$ cat config.mk
export PLATFORM = sky130hd
export DESIGN_NAME = slow_frame_receiver
export DESIGN_NICKNAME = d
export VERILOG_FILES = /design/src/rtl/slow_frame_receiver_pkg.sv /design/src/rtl/slow_frame_receiver.sv
export SDC_FILE = /design/constraint.sdc
export NUM_CORES = 1
export LEC_CHECK = 0
export CAP_MARGIN = 20
export CORE_ASPECT_RATIO = 1.25
export CORE_MARGIN = 2
export CORE_UTILIZATION = 50
export CTS_CLUSTER_SIZE = 25
export DETAILED_ROUTE_END_ITERATION = 8
export DONT_BUFFER_PORTS = 1
export GPL_TIMING_DRIVEN = 0
export PLACE_DENSITY = 0.71
export RECOVER_POWER = 100
export SLEW_MARGIN = 20
export SYNTH_ARGS = -nofsm -noshare
export SYNTH_HDL_FRONTEND = slang
export SYNTH_SLANG_ARGS = --single-unit
$ cat constraint.sdc
create_clock -name clk -period 12.5 [get_ports clk]
set_clock_uncertainty 0.05 [all_clocks]
set_input_delay 2.5 -clock clk [delete_from_list [all_inputs] [get_ports clk]]
set_output_delay 2.5 -clock clk [all_outputs]
set_load 0.005 [all_outputs]
$ cat src/rtl/slow_frame_receiver_pkg.sv
// Shared definitions for the slow serial link.
//   payload_t      : 128-bit frame payload, byte k at bits [8k+7:8k]
//   K28_5          : decoded value of the frame-start comma
//   N_PAYLOAD_BYTES: payload bytes per frame
//   frame_state_t  : framing states shared by transmitter and receiver
package slow_frame_receiver_pkg;

   localparam int unsigned N_PAYLOAD_BYTES = 16;
   localparam logic [7:0]  K28_5           = 8'hBC;

   typedef logic [N_PAYLOAD_BYTES*8-1:0] payload_t;

   typedef enum logic [1:0] {
      HUNT    = 2'd0,
      PAYLOAD = 2'd1,
      CHECK   = 2'd2
   } frame_state_t;

endpackage

$ cat src/rtl/slow_frame_receiver.sv
// Receive-side deframer for the slow serial link.
// Consumes the decoded word stream of the 10b/8b CDR, reassembles a
// comma-delimited frame of N_BYTES payload bytes followed by an XOR
// checksum byte, and publishes each good frame.
// Ports:
//   clk           : system clock
//   reset         : asynchronous, active-high reset
//   word_tick_i   : one-cycle strobe; data_i/comma_i/error_i valid with it
//   data_i        : decoded byte
//   comma_i       : decoded word is a K character
//   error_i       : code or disparity error on this word
//   payload_o     : last good payload (byte k at bits [8k+7:8k])
//   frame_tick_o  : one-cycle pulse when payload_o has been updated
//   frame_error_o : one-cycle pulse on frame abort or checksum failure
//   locked_o      : LOCK_COUNT consecutive good frames since last error
module slow_frame_receiver
   import slow_frame_receiver_pkg::*;
#(
   parameter int unsigned N_BYTES      = N_PAYLOAD_BYTES,
   parameter logic [7:0]  COMMA_CODE   = K28_5,
   parameter int unsigned LOCK_COUNT   = 2,
   parameter int unsigned WORD_TIMEOUT = 10000
) (
   input  logic       clk,
   input  logic       reset,
   input  logic       word_tick_i,
   input  logic [7:0] data_i,
   input  logic       comma_i,
   input  logic       error_i,
   output payload_t   payload_o,
   output logic       frame_tick_o,
   output logic       frame_error_o,
   output logic       locked_o
);

   localparam int unsigned BCW = (N_BYTES > 1) ? $clog2(N_BYTES) : 1;
   localparam int unsigned TW  = $clog2(WORD_TIMEOUT + 1);
   localparam int unsigned GW  = $clog2(LOCK_COUNT + 1);

   frame_state_t   state;
   logic [BCW-1:0] byte_cnt;
   logic [7:0]     acc;
   payload_t       shadow;
   logic [TW-1:0]  to_cnt;
   logic [GW-1:0]  good_cnt;
   logic [GW-1:0]  good_next;

   logic valid_comma;
   logic data_word;
   logic timeout_hit;
   logic good_frame;
   logic bad_word;
   logic frame_err;

   always_comb begin
      valid_comma = comma_i && (data_i == COMMA_CODE) && !error_i;
      data_word   = !comma_i && !error_i;
      // Fires on the idle cycle at which the counter would reach WORD_TIMEOUT.
      timeout_hit = (state != HUNT) && !word_tick_i && (to_cnt == TW'(WORD_TIMEOUT - 1));
      good_frame  = word_tick_i && (state == CHECK) && data_word && (data_i == acc);
      // Any non-data word in PAYLOAD is an error, including a resync comma.
      bad_word    = word_tick_i &&
                    (((state == PAYLOAD) && !data_word) ||
                     ((state == CHECK) && !(data_word && (data_i == acc))));
      frame_err   = bad_word || timeout_hit;
   end

   always_comb begin
      good_next = good_cnt;
      if (frame_err) begin
         good_next = '0;
      end else if (good_frame && (good_cnt != GW'(LOCK_COUNT))) begin
         good_next = good_cnt + 1'b1;
      end
   end

   always_ff @(posedge clk or posedge reset) begin
      if (reset) begin
         state         <= HUNT;
         byte_cnt      <= '0;
         acc           <= '0;
         shadow        <= '0;
         to_cnt        <= '0;
         good_cnt      <= '0;
         payload_o     <= '0;
         frame_tick_o  <= 1'b0;
         frame_error_o <= 1'b0;
         locked_o      <= 1'b0;
      end else begin
         frame_tick_o  <= good_frame;
         frame_error_o <= frame_err;
         good_cnt      <= good_next;
         locked_o      <= (good_next == GW'(LOCK_COUNT));

         if ((state == HUNT) || word_tick_i || timeout_hit) begin
            to_cnt <= '0;
         end else begin
            to_cnt <= to_cnt + 1'b1;
         end

         if (timeout_hit) begin
            state <= HUNT;
         end else if (word_tick_i) begin
            case (state)
               HUNT: begin
                  if (valid_comma) begin
                     state    <= PAYLOAD;
                     byte_cnt <= '0;
                     acc      <= '0;
                  end
               end
               PAYLOAD: begin
                  if (data_word) begin
                     shadow[{byte_cnt, 3'b000} +: 8] <= data_i;
                     acc <= acc ^ data_i;
                     if (byte_cnt == BCW'(N_BYTES - 1)) begin
                        state <= CHECK;
                     end else begin
                        byte_cnt <= byte_cnt + 1'b1;
                     end
                  end else if (valid_comma) begin
                     byte_cnt <= '0;
                     acc      <= '0;
                  end else begin
                     state <= HUNT;
                  end
               end
               CHECK: begin
                  if (good_frame) begin
                     payload_o <= shadow;
                  end
                  state <= HUNT;
               end
               default: state <= HUNT;
            endcase
         end
      end
   end

endmodule

==> results of run 1 <==
-- synthesized netlist by cell type (all sizes together) --
cell	n	area share, %
o31ai	1	0.065
o2bb2ai	1	0.076
o211ai	2	0.13
nor2	26	0.84
a21oi	6	0.29
o21ai	14	0.61
nor3	6	0.26
a211oi	1	0.17
nand2	15	0.53
o21bai	1	0.065
and3b	1	0.076
nand3b	2	0.13
nand2b	5	0.27
or2	2	0.11
a2111oi	1	0.24
nand3	9	0.43
ha	6	0.65
inv	8	0.26
nand4bb	1	0.097
clkbuf	26	0.84
dfrtp	289	63
nand4	4	0.22
nor2b	1	0.054
o41a	1	0.097
a311oi	1	0.076
mux2	256	25
and2	10	0.54
nor3b	9	0.58
or3	1	0.054
xnor2	16	1.2
a21o	10	0.65
buf	14	0.67
or4b	1	0.087
xor2	7	0.53
and3	20	1.1
and4	2	0.15
nor4	2	0.24
nor4b	1	0.076
-- power groups by stage --
stage	registers, W	logic, W	clock network [W]
after CTS	0.000936	0.0000329	0.000870
after global routing	0.000936	0.0000370	0.000911
after detailed placement	0.000953	0.0000328	0
after floorplan	0.000954	0.0000203	0
after global placement	0.000954	0.0000292	0
final	0.000936	0.0000318	0.000854
-- routing by layer --
metal / up-vias / part of all wire (%) / track usage, %
li1: 2819 / - / -
met1: 3321 / 39 / 25.36
met2: 169 / 52 / 36.63
met3: 43 / 5.9 / 4.793
met4: 0 / 2.9 / 6.333
met5: - / 0 / 0
-- how the worst max path moves through the flow --
stage	endpoint	slack (ns)	start	cells after the start
finish	payload_o[46]$_DFFE_PP0P_	7.09	reset	1
global route	payload_o[46]$_DFFE_PP0P_	6.30	reset	1
CTS	payload_o[49]$_DFFE_PP0P_	8.05	word_tick_i	7
detailed placement	payload_o[49]$_DFFE_PP0P_	7.51	data_i[4]	7
global placement	shadow[75]$_DFFE_PP0P_	-0.18	reset	1
floorplan	acc[0]$_DFFE_PP0P_	1.97	reset	1
-- cells by family after synthesis --
kind of cell	synth area share, %
AND/OR/NAND/NOR	5.836
XOR/XNOR	1.743
AO/OA/AOI/OAI	2.469
adder cells (fa/ha/maj)	0.6496
buffers and inverters	1.776
flip-flops	62.58
multiplexers	24.95
-- area by class of cell --
type | count | area (µm²)
Buffer | 40 | 152.6
Clock buffer | 38 | 789.5
Clock inverter | 13 | 146.4
Fill cell | 1829 | 9978
Inverter | 8 | 31.28
Multi-Input combinational cell | 442 | 4061
Sequential cell | 289 | 7232
Tap cell | 288 | 360.3
Timing Repair Buffer | 2 | 55.05
-- registers in the layout, summed over array words and instances (netlist names) --
signal / count
good_cnt: 2
acc: 8
byte_cnt: 4
locked_o: 1
payload_o: 128
frame_tick_o: 1
to_cnt: 14
state: 2
frame_error_o: 1
shadow: 128
-- stage by stage --
step	hold slack (ns)	utilization, %	TNS, ns	setup slack [ns]	power [W]
after global routing	0.4455	56.25	0	6.296	0.001884
final	0.4088	56.25	0	7.089	0.001822
after detailed placement	0.4086	52.52	0	7.507	0.0009862
after global placement	0.3888	52.25	-42.34	-0.1773	0.0009831
after CTS	0.4165	56.63	0	8.050	0.001838
after floorplan	0.3751	-	0	1.973	0.0009740
==> out/results.tsv, run 1 <==
stage	metric	value	unit
worst_setup_path	Crit-path slowest cell	clkinvlp_2	
min_path	hold_sp	to_cnt[0]$_DFF_PP0_	
power_and_ir_drop	pwr dens	142.0	mW/mm²
power_and_ir_drop	register share of total power	51.4	%
power_and_ir_drop	Clk pwr share	46.9	%
detailed_routing	ANT nets after route	0	
sta	Final setup viols	0	
worst_setup_path	buffer and inverter count on the worst path	1	
outcome	status	complete, but fails checks	
yosys	Seq cells post-synth	289	
min_path	hold worst-path end	to_cnt[0]$_DFF_PP0_	
placement	dpl hpwl	17460	µm
sta	RSZ-0062 raised after global routing	no	
sta	maximum clock frequency	184.8	MHz
worst_setup_path	reg-to-reg critical path endpoint	shadow[69]$_DFFE_PP0P_	
power_and_ir_drop	leakage	6.571	nW
placement	final weighted congestion in routability-driven placement	0.8413	
floorplan	die width	140.0	µm
yosys	Mapped Area	0.01156	mm²
clocking	cts hold-fix bufs	0	
layout	antenna cells	0	
floorplan	Die Ht	174.0	µm
clocking	CTS tree	yes	
job	Max Cap Viol	2	
floorplan	Core Region	0.02281	mm²
sta	Final Cycle Share	43.29	%
power_and_ir_drop	P_int	0.001446	W
layout	commonest non-fill, non-tap cell in the layout	dfrtp_1	
sta	actual slew at the worst max-slew pin	4.697	ns
worst_setup_path	worst stage delay on the critical path	2.59	ns
worst_setup_path	CP required	12.25	ns
yosys	Syn Nets	798	
min_path	hold path depth	1	
layout	share of layout cells above drive strength 1	37.02	%
placement	port buffer count	0	
grt	largest net degree at the start of global routing	117	
clocking	Clock Latency Late Sink	0.54	ns
worst_setup_path	R2R Path Start	state[1]$_DFFE_PP0P_	
power_and_ir_drop	P_sw	0.0003762	W
clocking	cts bufs inserted	28	
sta	final hold vios	0	
power_and_ir_drop	combinational power share	1.7	%
layout	Post-Layout Cell Count	1120	
grt	first-pass GRT wire length	39500	µm
detailed_routing	Vias/cell	5.671	
detailed_routing	vias after detailed routing	6352	
clocking	Clk pin slew, worst setup/hold paths	0.06	ns
worst_setup_path	crit path max fanout	106	
grt	vias in the first global route	6851	
placement	Post-DP Area	0.01198	mm²
sta	Worst slew margin	-214.8	%
detailed_routing	DR WL/cell	22.36	µm
worst_setup_path	crit-path leading delay family	buffers and inverters	
detailed_routing	Pre-Repair DR Iteration Count	4	
floorplan	Initial Util	50.67	%
yosys	register area share after synthesis	62.58	%
yosys	Synth Instances	779	
layout	# nets final	830	
layout	Final Cell Area	0.01283	mm²
detailed_routing	drt first-iter violations	290	
grt	remaining global-route overflow	0	
sta	min Tclk post-route	5.411	ns
worst_setup_path	crit path launch type	input port	
power_and_ir_drop	Net Sw Frac	20.65	%
worst_setup_path	R2R depth	6	
detailed_routing	wirelength, routed	25050	µm
power_and_ir_drop	IR drop worst, VDD	105.6	µV
yosys	yosys warns	0	
worst_setup_path	Setup crit end kind	asynchronous set/reset pin	
clocking	post_cts resized	0	
worst_setup_path	R2R setup slack	8.68	ns
yosys	Unique masters post-synth	45	
outcome	failing checks	capacitance limit, slew limit	
yosys	syn avg cell area	14.83	µm²
grt	initial antenna violation count	0	
worst_setup_path	Cell Chain, Critical Path	clkinvlp_2	
grt	GRT Overall Usage	20.75	%
clocking	Post-CTS Setup Bufs	0	
clocking	Root Driver	clkbuf_16	
clocking	H-Tree Depth	1	
layout	synth-to-layout area growth	11.01	%
floorplan	die area	0.02435	mm²
worst_setup_path	WS Path Type	in -> async	
worst_setup_path	critical path data arrival time	5.16	ns
floorplan	IO Pins	144	
sta	Max Slew Vio Count	114	
layout	commonest non-fill, non-tap cells in the layout	dfrtp_1, mux2_2, clkbuf_1, clkbuf_16, nor2_1	
clocking	total clock sinks	289	
floorplan	number of core rows	62	
min_path	class of the worst hold path	reg -> reg	
detailed_routing	Residual DRC	0	
placement	Cell Count Post-Placement	1069	
clocking	Clock Path Buffers	3	
Note: power is estimated with default switching activity, not from simulation.
==> run 2: changes to the inputs <==
==> constraint.sdc (replaced) <==
create_clock -name clk -period 5.7 [get_ports clk]
set_clock_uncertainty 0.05 [all_clocks]
set_input_delay 1.14 -clock clk [delete_from_list [all_inputs] [get_ports clk]]
set_output_delay 1.14 -clock clk [all_outputs]
set_load 0.005 [all_outputs]
==> run 2 against run 1 <==
  * The flow still finishes with violations (capacitance limit, slew limit)
  * Sequential cell count is the same
  * Wire length up 0.27%
  * Combinational power grew 130%
  * Die area did not move
  * Core utilization up 0.38 points
  * Critical endpoint is now shadow[70]$_DFFE_PP0P_
==> out/results.tsv, run 2 (synthesis results as in run 1) <==
stage	metric	value	unit
outcome	status	complete, but fails checks	
outcome	failing checks	capacitance limit, slew limit	
floorplan	IO Pins	144	
floorplan	die area	0.02435	mm²
worst_setup_path	reg-to-reg critical path endpoint	shadow[70]$_DFFE_PP0P_	
detailed_routing	ANT nets after route	0	
sta	Max Slew Vio Count	42	
grt	remaining global-route overflow	0	
clocking	post_cts resized	0	
detailed_routing	DR WL/cell	22.31	µm
sta	worst setup margin	1.858	ns
worst_setup_path	CP required	6.07	ns
floorplan	Initial Util	50.67	%
layout	Multi-input gate area	0.004061	mm²
worst_setup_path	R2R depth	8	
layout	biggest registers after layout	payload_o: 128 flops, shadow: 128 flops, to_cnt: 14 flops	
worst_setup_path	R2R Path Start	byte_cnt[0]$_DFFE_PP0P_	
layout	antenna cells	0	
clocking	Clk pin slew, worst setup/hold paths	0.06	ns
detailed_routing	wirelength, routed	25120	µm
worst_setup_path	worst stage delay on the critical path	1.25	ns
sta	Final Cycle Share	67.40	%
power_and_ir_drop	pwr dens	311.0	mW/mm²
clocking	Post-CTS Setup Bufs	0	
clocking	cts hold-fix bufs	0	
worst_setup_path	WS Path Type	reg -> reg	
worst_setup_path	crit path max fanout	8	
sta	Final setup viols	0	
min_path	class of the worst hold path	reg -> reg	
sta	min Tclk post-route	3.842	ns
grt	largest net degree at the start of global routing	38	
grt	GR Layer Usage met2	35.65	%
placement	dpl hpwl	18060	µm
detailed_routing	Pre-Repair DR Iteration Count	5	
min_path	hold_sp	to_cnt[0]$_DFF_PP0_	
clocking	total clock sinks	289	
grt	GRT busiest layer	met2	
worst_setup_path	R2R setup slack	1.86	ns
worst_setup_path	Cell Chain, Critical Path	clkbuf_1, inv_1, ha_1, nand2b_1, a211oi_1, nand2_1, nor4_1, mux2_2	
grt	met3 usage	4.848	%
detailed_routing	drt first-iter violations	298	
sta	RSZ-0062 raised after global routing	no	
floorplan	die width	140.0	µm
grt	initial antenna violation count	0	
placement	Post-DP Area	0.01212	mm²
layout	synth-to-layout area growth	11.76	%
placement	final weighted congestion in routability-driven placement	0.8541	
floorplan	number of core rows	62	
layout	post-layout util	56.63	%
layout	commonest non-fill, non-tap cells in the layout	dfrtp_1, mux2_2, clkbuf_1, clkbuf_16, nor2_1	
floorplan	Core Region	0.02281	mm²
worst_setup_path	crit path launch type	flop	
detailed_routing	Vias/cell	5.679	
job	Max Cap Viol	2	
layout	commonest non-fill, non-tap cell in the layout	dfrtp_1	
detailed_routing	Residual DRC	0	
clocking	cts bufs inserted	28	
placement	pre-CTS worst setup slack	2.028	ns
grt	GRT Overall Usage	20.88	%
grt	met1 Usage GRT	25.82	%
power_and_ir_drop	leakage	6.607	nW
power_and_ir_drop	IR drop worst, VDD	225.3	µV
clocking	Clock Latency Late Sink	0.54	ns
sta	final hold vios	0	
sta	Worst slew margin	-32.68	%
layout	Final Cell Area	0.01291	mm²
sta	maximum clock frequency	260.3	MHz
grt	vias in the first global route	6843	
sta	Final TNS setup	0	ns
worst_setup_path	critical path data arrival time	4.21	ns
worst_setup_path	Setup crit end kind	flop	
min_path	hold worst-path end	to_cnt[0]$_DFF_PP0_	
min_path	hold path depth	1	
layout	fillers	1813	
worst_setup_path	Crit-path slowest cell	nor4_1	
placement	port buffer count	0	
clocking	Clock Path Buffers	3	
clocking	H-Tree Depth	1	
layout	# nets final	837	
layout	share of layout cells above drive strength 1	36.63	%
clocking	Root Driver	clkbuf_16	
grt	first-pass GRT wire length	39570	µm
detailed_routing	vias after detailed routing	6395	
floorplan	Die Ht	174.0	µm
sta	actual slew at the worst max-slew pin	1.990	ns
layout	Sequential cell area	0.007232	mm²
clocking	CTS tree	yes	
## run 2: cell count changes in the layout (fill, tap and decap cells not counted)
cell / change
clkinvlp_4: -1
mux2_2: -2
clkinv_2: -5
clkbuf_1: +5
buf_2: -1
buf_12: +4
buf_16: -1
bufinv_16: -1
mux2_1: +2
clkbuf_8: +6
## run 2: cell type report
| type | count | area share (%) |
|---|---|---|
| repair buffers | 9 | 0.9494 |
| plain buffers | 40 | 1.172 |
| clock buffers | 44 | 6.753 |
| multi-input cells | 442 | 31.45 |
| flip-flops and latches | 289 | 56.00 |
| inverters | 8 | 0.2422 |
| well taps | 288 | 2.790 |
| clock inverters | 6 | 0.6491 |
## run 2: power breakdown
group | switching, W | leakage (nW) | internal [W] | total, W
combinational | 0.0000593 | 2.09 | 0.0000152 | 0.0000746
sequential | 0.000000707 | 4.04 | 0.00205 | 0.00205
clock | 0.000754 | 0.474 | 0.00113 | 0.00189
total | 0.000814 | 6.61 | 0.00320 | 0.00402
## run 2: metrics by stage
stage	hold WS (ns)	cells	total power (W)
floorplan	0.3751	779	0.002137
global placement	0.3865	1067	0.002157
detailed placement	0.4131	1076	0.002175
CTS	0.4210	1126	0.004062
global route	0.4322	1126	0.004154
finish	0.4126	1126	0.004016
## run 2: worst max-delay path, delay by kind of cell (launching register included)
family                   cells  cell delay, ns
flip-flops                   1            0.40
multiplexers                 1            0.43
adder cells (fa/ha/maj)      1            0.27
AO/OA/AOI/OAI                1            0.59
AND/OR/NAND/NOR              3            1.56
buffers and inverters        2            0.42
## run 2: worst max path at each step
stage                                  startpoint                         to  slack (ns)  cells after the start
after floorplan                             reset         acc[0]$_DFFE_PP0P_        0.68                      1
after global placement                      reset  payload_o[22]$_DFFE_PP0P_       -0.42                      1
after detailed placement              word_tick_i  payload_o[50]$_DFFE_PP0P_        2.03                      7
after CTS                             word_tick_i  payload_o[52]$_DFFE_PP0P_        2.57                      7
after global routing      byte_cnt[0]$_DFFE_PP0P_     shadow[67]$_DFFE_PP0P_        1.47                      8
final                     byte_cnt[0]$_DFFE_PP0P_     shadow[70]$_DFFE_PP0P_        1.86                      8
## run 2: layer usage
| layer | wire length, µm | share of wire, % |
|---|---|---|
| met1 | 9807 | 39 |
| met2 | 12670 | 50 |
| met3 | 1618 | 6.4 |
| met4 | 1017 | 4.0 |
| met5 | 0 | 0 |
==> run 3: changes to the inputs <==
==> constraint.sdc (replaced) <==
create_clock -name clk -period 3.8 [get_ports clk]
set_clock_uncertainty 0.05 [all_clocks]
set_input_delay 0.76 -clock clk [delete_from_list [all_inputs] [get_ports clk]]
set_output_delay 0.76 -clock clk [all_outputs]
set_load 0.005 [all_outputs]
==> run 3 against run 2 <==
  * The flow still finishes with violations (capacitance limit, slew limit)
  * Die area unchanged
  * First-iteration DRC count unchanged
  * Maximum frequency rose by 20%
  * Clock power rose by 50%
  * Power is 50% higher
  * Final cell count about the same
  * Wire length is 0.40% lower
  * Setup slack lost 1.3 ns
  * Via count decreased by 0.14%
  * Core utilization increased by 0.19 points
  * Register-to-register slack worse by 1.3 ns
  * Non-clock buffer count stayed put
==> out/results.tsv, run 3 (synthesis results as in run 1) <==
stage	metric	value	unit
worst_setup_path	R2R depth	8	
min_path	class of the worst hold path	in -> async	
outcome	status	complete, but fails checks	
detailed_routing	Residual DRC	0	
floorplan	die width	140.0	µm
detailed_routing	drt first-iter violations	298	
worst_setup_path	Crit-path slowest cell	a2111oi_0	
layout	biggest registers after layout	payload_o: 128 flops, shadow: 128 flops, to_cnt: 14 flops	
layout	# nets final	837	
floorplan	IO Pins	144	
sta	Final setup viols	0	
detailed_routing	wirelength, routed	25020	µm
clocking	total clock sinks	289	
sta	actual slew at the worst max-slew pin	1.985	ns
grt	GRT Overall Usage	20.88	%
placement	port buffer count	0	
floorplan	Die Ht	174.0	µm
outcome	failing checks	capacitance limit, slew limit	
detailed_routing	DR WL/cell	22.20	µm
grt	first-pass GRT wire length	39570	µm
power_and_ir_drop	IR drop worst, VDD	337.9	µV
worst_setup_path	critical path data arrival time	3.58	ns
sta	final hold vios	0	
job	Max Cap Viol	1	
grt	initial antenna violation count	0	
power_and_ir_drop	leakage	6.623	nW
sta	Max Slew Vio Count	33	
worst_setup_path	WP depth	8	
clocking	Clock Latency Late Sink	0.54	ns
sta	maximum clock frequency	311.1	MHz
placement	final weighted congestion in routability-driven placement	0.8541	
layout	share of layout cells above drive strength 1	36.99	%
layout	commonest non-fill, non-tap cell in the layout	dfrtp_1	
floorplan	number of core rows	62	
layout	post-layout util	56.81	%
worst_setup_path	buffer and inverter count on the worst path	2	
worst_setup_path	crit path max fanout	8	
layout	Final Cell Area	0.01296	mm²
clocking	CTS tree	yes	
clocking	cts hold-fix bufs	0	
sta	worst setup margin	0.5854	ns
sta	RSZ-0062 raised after global routing	no	
floorplan	Core Region	0.02281	mm²
clocking	Root Driver	clkbuf_16	
floorplan	Initial Util	50.67	%
floorplan	die area	0.02435	mm²
placement	pre-CTS worst setup slack	0.5084	ns
worst_setup_path	CP required	4.16	ns
worst_setup_path	Setup crit end kind	flop	
clocking	H-Tree Depth	1	
detailed_routing	ANT nets after route	0	
sta	Final Cycle Share	84.59	%
placement	Cell Count Post-Placement	1076	
clocking	Clock Path Buffers	3	
layout	synth-to-layout area growth	12.13	%
clocking	Post-CTS Setup Bufs	0	
layout	Post-Layout Cell Count	1127	
worst_setup_path	WS Path Type	reg -> reg	
worst_setup_path	crit-path leading delay family	compound AO/OA/AOI/OAI gates	
sta	min Tclk post-route	3.215	ns
detailed_routing	Pre-Repair DR Iteration Count	5	
grt	largest net degree at the start of global routing	38	
grt	vias in the first global route	6843	
power_and_ir_drop	pwr dens	465.1	mW/mm²
sta	Worst slew margin	-32.32	%
worst_setup_path	Cell Chain, Critical Path	buf_2, inv_1, ha_1, or2_2, o21bai_1, a2111oi_0, nand2_1, mux2_2	
worst_setup_path	worst stage delay on the critical path	0.76	ns
clocking	cts bufs inserted	28	
grt	remaining global-route overflow	0	
clocking	post_cts resized	0	
clocking	Clk pin slew, worst setup/hold paths	0.06	ns
detailed_routing	Vias/cell	5.666	
detailed_routing	vias after detailed routing	6386	
layout	commonest non-fill, non-tap cells in the layout	dfrtp_1, mux2_2, clkbuf_1, clkbuf_16, nor2_1	
placement	dpl hpwl	18060	µm
placement	Post-DP Area	0.01212	mm²
sta	hold slack	0.2878	ns
worst_setup_path	crit path launch type	flop	
[run 3: cell types whose count changed in the layout (fill, tap and decap cells not counted), sizes merged]
cell and delta:
buf +2, clkbuf -2, diode +1
[run 3: final timing paths]
path                                          from  slack, ns                   endpoint
min in group clk                       word_tick_i       0.39       state[0]$_DFFE_PP0P_
max in group asynchronous                    reset       1.06     shadow[76]$_DFFE_PP0P_
max reg2reg                byte_cnt[0]$_DFFE_PP0P_       0.59    shadow[102]$_DFFE_PP0P_
min reg2reg                    to_cnt[0]$_DFF_PP0_       0.41        to_cnt[0]$_DFF_PP0_
min                                          reset       0.29  payload_o[86]$_DFFE_PP0P_
max                        byte_cnt[0]$_DFFE_PP0P_       0.59    shadow[102]$_DFFE_PP0P_
[run 3: cell type report]
cell class	instances	area (µm²)
clock buffers	44	872.1
repair buffers	9	146.4
clock inverters	6	83.83
well taps	288	360.3
plain buffers	40	152.6
inverters	8	31.28
fillers	1808	9849
multi-input cells	442	4076
diodes	1	2.502
flip-flops and latches	289	7232
[run 3: layer usage]
layer | part of all wire (%) | up-vias | GRT usage (%) | wire [µm]
li1 | - | 2828 | - | -
met1 | 39 | 3290 | 25.82 | 9716
met2 | 50 | 206 | 35.65 | 12620
met3 | 6.6 | 62 | 4.848 | 1653
met4 | 4.1 | 0 | 8.125 | 1022
met5 | 0 | - | 0 | 0
[run 3: where the power goes]
part           switching (W)  internal [W]
combinational      0.0000896     0.0000257
sequential        0.00000105       0.00308
clock                0.00113       0.00170
total                0.00122       0.00481
[run 3: per-stage QoR]
step / total power [W] / setup TNS, ns
2_1_floorplan: 0.003205 / -243.68
3_3_place_gp: 0.003235 / -550.26
6_report: 0.006026 / 0
4_1_cts: 0.006093 / 0
3_5_place_dp: 0.003262 / 0
5_1_grt: 0.006234 / 0
